===== config.mk =====
export PLATFORM = sky130hd
export DESIGN_NAME = regfile_onehot_wr
export DESIGN_NICKNAME = d
export VERILOG_FILES = /design/src/rtl/regfile_onehot_wr_pkg.sv /design/src/rtl/regfile_onehot_wr_word.sv /design/src/rtl/regfile_onehot_wr.sv
export SDC_FILE = /design/constraint.sdc
export NUM_CORES = 2
export LEC_CHECK = 0
export CORE_ASPECT_RATIO = 1.75
export CORE_MARGIN = 4
export CORE_UTILIZATION = 67
export DETAILED_ROUTE_END_ITERATION = 7
export PLACE_DENSITY_LB_ADDON = 0.2
export SLEW_MARGIN = 20
export SYNTH_ARGS = -nofsm -noshare
export SYNTH_HDL_FRONTEND = slang
export SYNTH_SLANG_ARGS = --single-unit
export TNS_END_PERCENT = 10

===== constraint.sdc =====
create_clock -name clk -period 13.77 [get_ports clk]
set_input_delay 2.754 -clock clk [delete_from_list [all_inputs] [get_ports clk]]
set_output_delay 2.754 -clock clk [all_outputs]
set_load 0.02 [all_outputs]

===== src/rtl/regfile_onehot_wr_pkg.sv =====
// Shared constants and helpers for the one-hot-write register file and its line decoder.
package regfile_onehot_wr_pkg;

    localparam int RF_DEPTH  = 32;
    localparam int RF_AWIDTH = 5;
    localparam int RF_WIDTH  = 32;

    typedef struct packed {
        logic                 valid;
        logic [RF_AWIDTH-1:0] idx;
    } onehot_idx_t;

    // valid is set only when exactly one bit is high; idx is then that bit's position.
    function automatic onehot_idx_t onehot_idx(input logic [RF_DEPTH-1:0] sel);
        onehot_idx_t r;
        int unsigned cnt;
        r   = '0;
        cnt = 0;
        for (int i = 0; i < RF_DEPTH; i++) begin
            if (sel[i]) begin
                cnt++;
                r.idx = RF_AWIDTH'(i);
            end
        end
        r.valid = (cnt == 1);
        return r;
    endfunction

endpackage


===== src/rtl/regfile_onehot_wr_word.sv =====
// One storage word of the register file: load-enabled register with async clear.
module regfile_word #(
    parameter int WIDTH = 32
) (
    input  logic             clk,
    input  logic             rst_n,
    input  logic             ld,
    input  logic [WIDTH-1:0] d,
    output logic [WIDTH-1:0] q
);

    always_ff @(posedge clk or negedge rst_n) begin
        if (!rst_n) begin
            q <= '0;
        end else if (ld) begin
            q <= d;
        end
    end

endmodule


===== src/rtl/regfile_onehot_wr.sv =====
// 32x32 register file written through a one-entry pending stage fed by a one-hot select;
// two combinational read ports see the pending entry before it commits.
module regfile_onehot_wr
    import regfile_onehot_wr_pkg::*;
#(
    parameter int WIDTH = RF_WIDTH,
    parameter int DEPTH = RF_DEPTH
) (
    input  logic                 clk,
    input  logic                 rst_n,
    input  logic                 wr_valid,
    output logic                 wr_ready,
    input  logic [RF_DEPTH-1:0]  wr_sel,
    input  logic [WIDTH-1:0]     wr_data,
    input  logic                 commit_en,
    input  logic [RF_AWIDTH-1:0] rd_addr_a,
    output logic [WIDTH-1:0]     rd_data_a,
    input  logic [RF_AWIDTH-1:0] rd_addr_b,
    output logic [WIDTH-1:0]     rd_data_b,
    output logic                 sel_err,
    input  logic                 clr_err
);

    if (DEPTH != RF_DEPTH) begin : g_depth_chk
        $error("regfile_onehot_wr: DEPTH must be 32 to match the line decoder");
    end

    logic                 pend_vld;
    logic [RF_DEPTH-1:0]  pend_sel;
    logic [RF_AWIDTH-1:0] pend_idx;
    logic [WIDTH-1:0]     pend_data;
    logic                 wr_acc;
    logic                 commit;
    onehot_idx_t          wr_oh;
    logic [WIDTH-1:0]     mem [RF_DEPTH];

    assign wr_oh    = onehot_idx(wr_sel);
    assign wr_ready = !pend_vld || commit_en;
    assign wr_acc   = wr_valid && wr_ready;
    assign commit   = pend_vld && commit_en;

    // Illegal selects complete the handshake but never become pending.
    always_ff @(posedge clk or negedge rst_n) begin
        if (!rst_n) begin
            pend_vld  <= 1'b0;
            pend_sel  <= '0;
            pend_idx  <= '0;
            pend_data <= '0;
            sel_err   <= 1'b0;
        end else begin
            if (wr_acc) begin
                pend_vld  <= wr_oh.valid;
                pend_sel  <= wr_sel;
                pend_idx  <= wr_oh.idx;
                pend_data <= wr_data;
            end else if (commit) begin
                pend_vld <= 1'b0;
            end

            if (wr_acc && !wr_oh.valid) begin
                sel_err <= 1'b1;
            end else if (clr_err) begin
                sel_err <= 1'b0;
            end
        end
    end

    assign mem[0] = '0;

    for (genvar i = 1; i < RF_DEPTH; i++) begin : g_word
        regfile_word #(
            .WIDTH (WIDTH)
        ) u_word (
            .clk   (clk),
            .rst_n (rst_n),
            .ld    (commit && (pend_idx == RF_AWIDTH'(i))),
            .d     (pend_data),
            .q     (mem[i])
        );
    end

    // The pending entry shadows the array; address 0 is never bypassed.
    always_comb begin
        rd_data_a = '0;
        if (rd_addr_a != '0) begin
            rd_data_a = (pend_vld && pend_sel[rd_addr_a]) ? pend_data : mem[rd_addr_a];
        end
    end

    always_comb begin
        rd_data_b = '0;
        if (rd_addr_b != '0) begin
            rd_data_b = (pend_vld && pend_sel[rd_addr_b]) ? pend_data : mem[rd_addr_b];
        end
    end

endmodule


Yosys cells after proc, flatten, opt, wreduce, memory -nomap -nowiden. Cells that the tools add are included.

Bits in registers: 1063. Output and inout bits: 66.

Reductions and logical operators: 43. Multiplexer cells: 81. Order comparisons: 4. Equal/unequal tests: 32. Bitwise logic cells: 2. Add/sub/neg operators: 31.

Operators by type and width (number): 32-bit two-way mux (39); 32-bit by 1-bit adder with 32-bit output, second input constant (31); 32-bit binary-select mux with 5-bit select (2); 5-bit two-way mux (30); 5-bit == test, second input constant (16); 5-bit by 4-bit == test with 1-bit output, second input constant (8); 1-bit logical AND (36); 32-bit by 1-bit == test with 1-bit output, second input constant (1); 5-bit by 3-bit == test with 1-bit output, second input constant (4); 6-bit greater-or-equal comparator, second input constant (2); 5-bit by 6-bit < comparator with 1-bit output, second input constant (2); 5-bit NOT with 6-bit output (2); 1-bit binary-select mux with 5-bit select (2); 5-bit by 2-bit == test with 1-bit output, second input constant (2); 5-bit nonzero test (2); 1-bit two-way mux (8); 5-bit by 1-bit == test with 1-bit output, second input constant (1); 2-bit nonzero test (2); 1-bit logical NOT (2); 1-bit logical OR (1).

Longest topological paths before layout.
Depth in word-level cells: 67. Gate-level depth with buffers: 96. Depth with buffers taken out: 96.

Modules after synthesis. A second synthesis with hierarchy kept.

Cell total of the unflattened synthesis: 4347. Area, all modules: 67158.2 um^2.

By module, submodules not included: regfile_word (instances 31, area an instance 1345.0 um^2, cells an instance 68); regfile_onehot_wr (instances 1, area an instance 25461.9 um^2, cells an instance 2239).

Worst setup path before layout. Ideal clock, no wire load.

Path type: input -> register. Start: input wr_sel[0]. End: register sel_err. Data arrival time: 21610 ps. Setup slack: -7981 ps. Setup time: 141 ps. Stages on the path: 95. Required time: 13629 ps. Cells stage by stage: inv_1 ha_1 xnor2_1 inv_1 ha_1 mux2_2 ha_1 mux2_2 ha_1 a2bb2oi_1 or2_2 ha_1 nand2b_1 o21a_1 ha_1 mux2_2 o41ai_2 inv_1 [59 not listed] mux2_2 ha_1 mux2_2 ha_1 mux2_2 ha_1 mux2_2 ha_1 mux2_2 ha_1 nand2_1 nor2_1 a32o_1 maj3_1 nor2b_1 mux2_2 a2111oi_2 o22ai_1.

Cells in the longest elaborated chain, start to end: 67. Elaborated cells between the ends (all ways): 68. Classes of those cells: 31 x add/sub; 1 x eq/ne; 33 x mux; 3 x reduce/logical.

Ends and longest elaborated chain: from (decl) (line regfile_onehot_wr.sv:13) `input logic [RF_DEPTH-1:0] wr_sel,`; 1-bit two-way mux (*) (line regfile_onehot_wr_pkg.sv:20) `if (sel[i]) begin`; 32-bit by 1-bit adder with 32-bit output (line regfile_onehot_wr_pkg.sv:21) `cnt++;`; 32-bit two-way mux (*) (line regfile_onehot_wr_pkg.sv:20); 32-bit by 1-bit adder with 32-bit output (line regfile_onehot_wr_pkg.sv:21); 32-bit two-way mux (*) (line regfile_onehot_wr_pkg.sv:20); 32-bit by 1-bit adder with 32-bit output (line regfile_onehot_wr_pkg.sv:21); 32-bit two-way mux (*) (line regfile_onehot_wr_pkg.sv:20); 32-bit by 1-bit adder with 32-bit output (line regfile_onehot_wr_pkg.sv:21); [51 not listed]; 32-bit by 1-bit adder with 32-bit output (line regfile_onehot_wr_pkg.sv:21); 32-bit two-way mux (*) (line regfile_onehot_wr_pkg.sv:20); 32-bit by 1-bit adder with 32-bit output (line regfile_onehot_wr_pkg.sv:21); 32-bit two-way mux (*) (line regfile_onehot_wr_pkg.sv:20); 32-bit by 1-bit == test with 1-bit output (*) (line regfile_onehot_wr_pkg.sv:25) `r.valid = (cnt == 1);`; 1-bit logical NOT (*) (line regfile_onehot_wr.sv:60) `if (wr_acc && !wr_oh.valid) begin`; 1-bit logical AND (*) (line regfile_onehot_wr.sv:60); 1-bit two-way mux / 2-bit nonzero test (equally long branches); to (signal assigned) (line regfile_onehot_wr.sv:49) `sel_err <= 1'b0;`; to (signal assigned) (line regfile_onehot_wr.sv:61) `sel_err <= 1'b1;`; to (signal assigned) (line regfile_onehot_wr.sv:63) `sel_err <= 1'b0;`; to (decl) (line regfile_onehot_wr.sv:20) `output logic sel_err,`.

Mark *: on every way between the ends. The rest lies on a longest branch, timed or not. A chain may end at the register's enable or synchronous reset.

Worst setup path after layout. Ends and elaborated chain as after synthesis.

==> impl_metrics.tcl <==
set metrics [dict create \
    status "finished, violations left" \
    failed_checks "setup timing" \
    area.growth.synth_to_final_pct 13.6 \
    netlist-cell-type-count 85 \
    final.setup.tns_ns -12.43 \
    postCtsHoldBufs 0 \
    max_clock_freq_ghz 0.0500 \
    dominantRegCellSynth "dfrtp_1" \
    finalHoldViolations 0 \
    hp-class "reg -> reg" \
    path_class "in -> reg" \
    yosys.area.top_type "dfrtp_1" \
    root_buffer_master "clkbuf_16" \
    crit_arrival_ns 20.53 \
    synth.net_count 4524 \
    dr.first_iter.drc_count 3923 \
    ys_seq_area_share_pct 42.7 \
    crit_path_end_kind "register" \
    tritoncts_num_sinks 1063 \
    setup_viol_count_final 2 \
    internal_power_mw 9.50 \
    fin_worst_skew_ns 0.0235 \
    track_usage_pct 37.2 \
    die_outline_area_um2 98000 \
    worstHoldStart "pend_sel[17]" \
    start_util_pct 67.7 \
    cts_htree_levels 3 \
    ys_ff_latch 1063 \
    post-route-drc-count 0 \
    power_leakage_nw 32.8 \
    timing_max_transition_violations_final 0 \
    fin_crit_ns 20.01 \
    tritoncts_clock_tree "built" \
    clk_pin_slew_ns 0.06 \
    power.share.switching_pct 36.8 \
    yosys-mux-area-fraction_pct 43.4 \
    worstSetupStartpoint "wr_sel[0]" \
    drt.antenna.violating_nets 0 \
    fp.dieW_um 238 \
    grt_pass1_vias 45200 \
    portBuffers 144 \
    simple_gate_portion_of_the_synthesized_area_pct 4.62 \
    die_h_um 411 \
    timing.critical_path.mode_cell "ha_4" \
    share_of_power_burned_in_the_clock_network_pct 19.2 \
    viasPerCell 7.12 \
    p_comb_share_pct 58.6 \
    worst_path_max_delay_cell "or3_4" \
    post_route_cells_drive_above_1_share_pct 51.7 \
    worst_r2r_startpoint "pend_vld" \
    slew_hr_pct 23.2 \
    finalNetCount 4716 \
    finalPower_mw 15.0 \
    num-fill-cells 5455 \
    required_ns 14.29 \
    switchingPower_mw 5.54 \
    dr_total_vias 41900 \
    max_slew.worst_pin.slew_ns 1.15 \
    synth_area_per_cell_um2 14.1 \
    core_um2 92000 \
    maxCapViolations 0 \
    clock_path_buffers 3 \
    post_route_setup_slack_ns -6.24 \
    grt_setup_unrepaired "yes" \
    p_seq_share_pct 22.3 \
    grt_remaining_overflow 0 \
    endpoint "sel_err" \
    routabilityCongestion 0.899 \
    grt_start_max_net_pins 172 \
    r2r-end "g_word[19].u_word.q[7]" \
    yosys_warnings 0 \
    share_of_the_synthesized_area_in_compound_gates_ao_oa_aoi_oai_pct 3.19 \
    fp-row-count 147 \
    yosys.area_share.xor_xnor_pct 2.68 \
    number_of_antenna_violations_at_the_first_check_in_global_routing 9 \
    r2r_setup_slack_ns 10.33 \
    p_per_area_nw_per_um2 213 \
    post_synth_inst_count 4414 \
    tritoncts_buffers 95 \
    worst_skew_pair.late_latency_ns 0.70 \
    ioPinCount 145 \
    dp.final_hpwl_mm 104 \
    period_share_pct 145 \
    synth.top_cells.by_area "dfrtp_1 43%, mux4_2 22%, mux2_2 21%, clkbuf_1 2.0%, nand2_1 1.7%" \
    yosys.area.top_type_share_pct 42.7 \
    dominant_combinational_cell_family_by_area_after_synthesis "multiplexers" \
    async_reset_ff_share_pct 100 \
    critical-path-max-stage-delay_ns 0.40 \
    routed_wl_mm 180 \
    edff_count_synth 0 \
    routed_wire_length_per_instance_um 30.7 \
    vdd_ir_drop_max_uv 707 \
    synthAdderAreaFrac_pct 0.639 \
    drt_pre_antenna_iters 5 \
    global_route_wire_length_before_repair_mm 273 \
    synth_area_um2 62200 \
    critical_path_peak_fanout 4 \
    crit_path_start_kind "input pin" \
    worst_r2r_path_depth 5 \
]
[cells in the final DEF (no fill, tap or decap), drive strengths merged, types with 13 or more instances in the layout]
cell type      synthesis  routed
a21oi                 39      39
a22o                  63      63
a31oi                 14      14
and2                  13      13
and3                  18      18
buf                   87     380
bufinv                 0      13
clkbuf               329     136
clkdlybuf4s50          0     130
clkinv                 3      17
dfrtp               1063    1063
ha                    31      31
inv                   39      43
mux2                1140    1140
mux2i                 73      73
mux4                 596     596
nand2                274     274
nand2b                24      24
nand3                 42      42
nor2                 158     158
nor2b                 18      18
nor3                  22      22
o21ai                 53      53
or2                   13      13
xnor2                 88      88
xnor3                 17      17
xor2                  39      39
[power by group through the flow]
stage	sequential [mW]	clock, mW	combinational [mW]
floorplan	3.33	0	5.14
CTS	3.35	2.90	8.64
finish	3.35	2.88	8.81
global placement	3.39	0	8.27
detailed placement	3.40	0	8.48
global route	3.37	3.03	9.56
[per-layer routing]
layer  part of all wire [%]  wire length [um]  GRT usage [%]
met1                     34             61400           44.5
met4                    7.2             12900           22.1
met2                     51             91900           63.1
met5                      0                 0              0
met3                    7.8             14100           7.09
[state kept, by name, summed over array words and instances, names as in the netlist]
name             flops
sel_err              1
pend_sel            32
pend_idx             5
pend_vld             1
pend_data           32
g_word.u_word.q    992
[timing repair]
item / 4_1_cts / 5_1_grt
gates resized for setup: 24 / 29
pin swaps: 31 / 42
hold endpoints to repair: 0 / 0
setup buffers: 15 / 15
cloned: 0 / 0
endpoints found under the setup margin: 2 / 2
[final cells by class]
class | count | area (um2) | area share [%]
clock buffer | 135 | 2770 | 3.91
clock inverter | 37 | 563 | 0.796
tap | 1192 | 1490 | 2.11
sequential | 1063 | 26600 | 37.6
timing repair buffer | 511 | 4310 | 6.09
antenna | 7 | 17.5 | 0.0248
inverter | 42 | 168 | 0.237
multi-input combinational | 2893 | 34800 | 49.2
[through the flow]
| step | utilization (%) | worst slack, ns | instances | hold WS, ns | cell area [um2] |
|---|---|---|---|---|---|
| 6_report | 76.9 | -6.24 | 5880 | 0.498 | 70700 |
| 5_1_grt | 76.9 | -6.74 | 5879 | 0.527 | 70700 |
| 4_1_cts | 76.6 | -6.10 | 5858 | 0.498 | 70500 |
| 3_5_place_dp | 72.8 | -7.88 | 5671 | 0.483 | 66900 |
| 3_3_place_gp | 72.8 | -7.58 | 5671 | 0.474 | 66900 |
| 2_1_floorplan | - | -6.87 | 4414 | 0.457 | 62700 |
[worst max-delay path, delay by kind of cell]
kind,cells,cell delay (ns)
adders and majority gates,31,7.88
muxes,13,3.63
AOI/OAI and AO/OA,24,3.23
and+or+nand+nor,21,2.52
buffers and inverters,6,0.50
[cell families after synthesis]
kind of cell             count (synthesis)
AO/OA/AOI/OAI                          271
XOR/XNOR                               147
adder cells (fa/ha/maj)                 32
buffers and inverters                  458
flip-flops                            1063
multiplexers                          1809
AND/OR/NAND/NOR                        634
[worst min-delay path by stage]
stage | endpoint | depth (start not counted)
after global placement | pend_sel[23] | 2
after detailed placement | pend_sel[17] | 2
after global routing | pend_sel[17] | 2
after CTS | pend_sel[17] | 2
final | pend_sel[17] | 2
after floorplan | pend_sel[2] | 2
[synth_stat cells, drive strengths merged, types with 22 or more instances]
cell type  count
buf           87
nand2        274
nand2b        24
mux2        1140
xor2          39
mux4         596
xnor2         88
clkbuf       329
mux2i         73
nor3          22
a21oi         39
nand3         42
a22o          63
ha            31
o21ai         53
dfrtp       1063
nor2         158
inv           39
No activity file was read; power rests on OpenSTA's default activity.
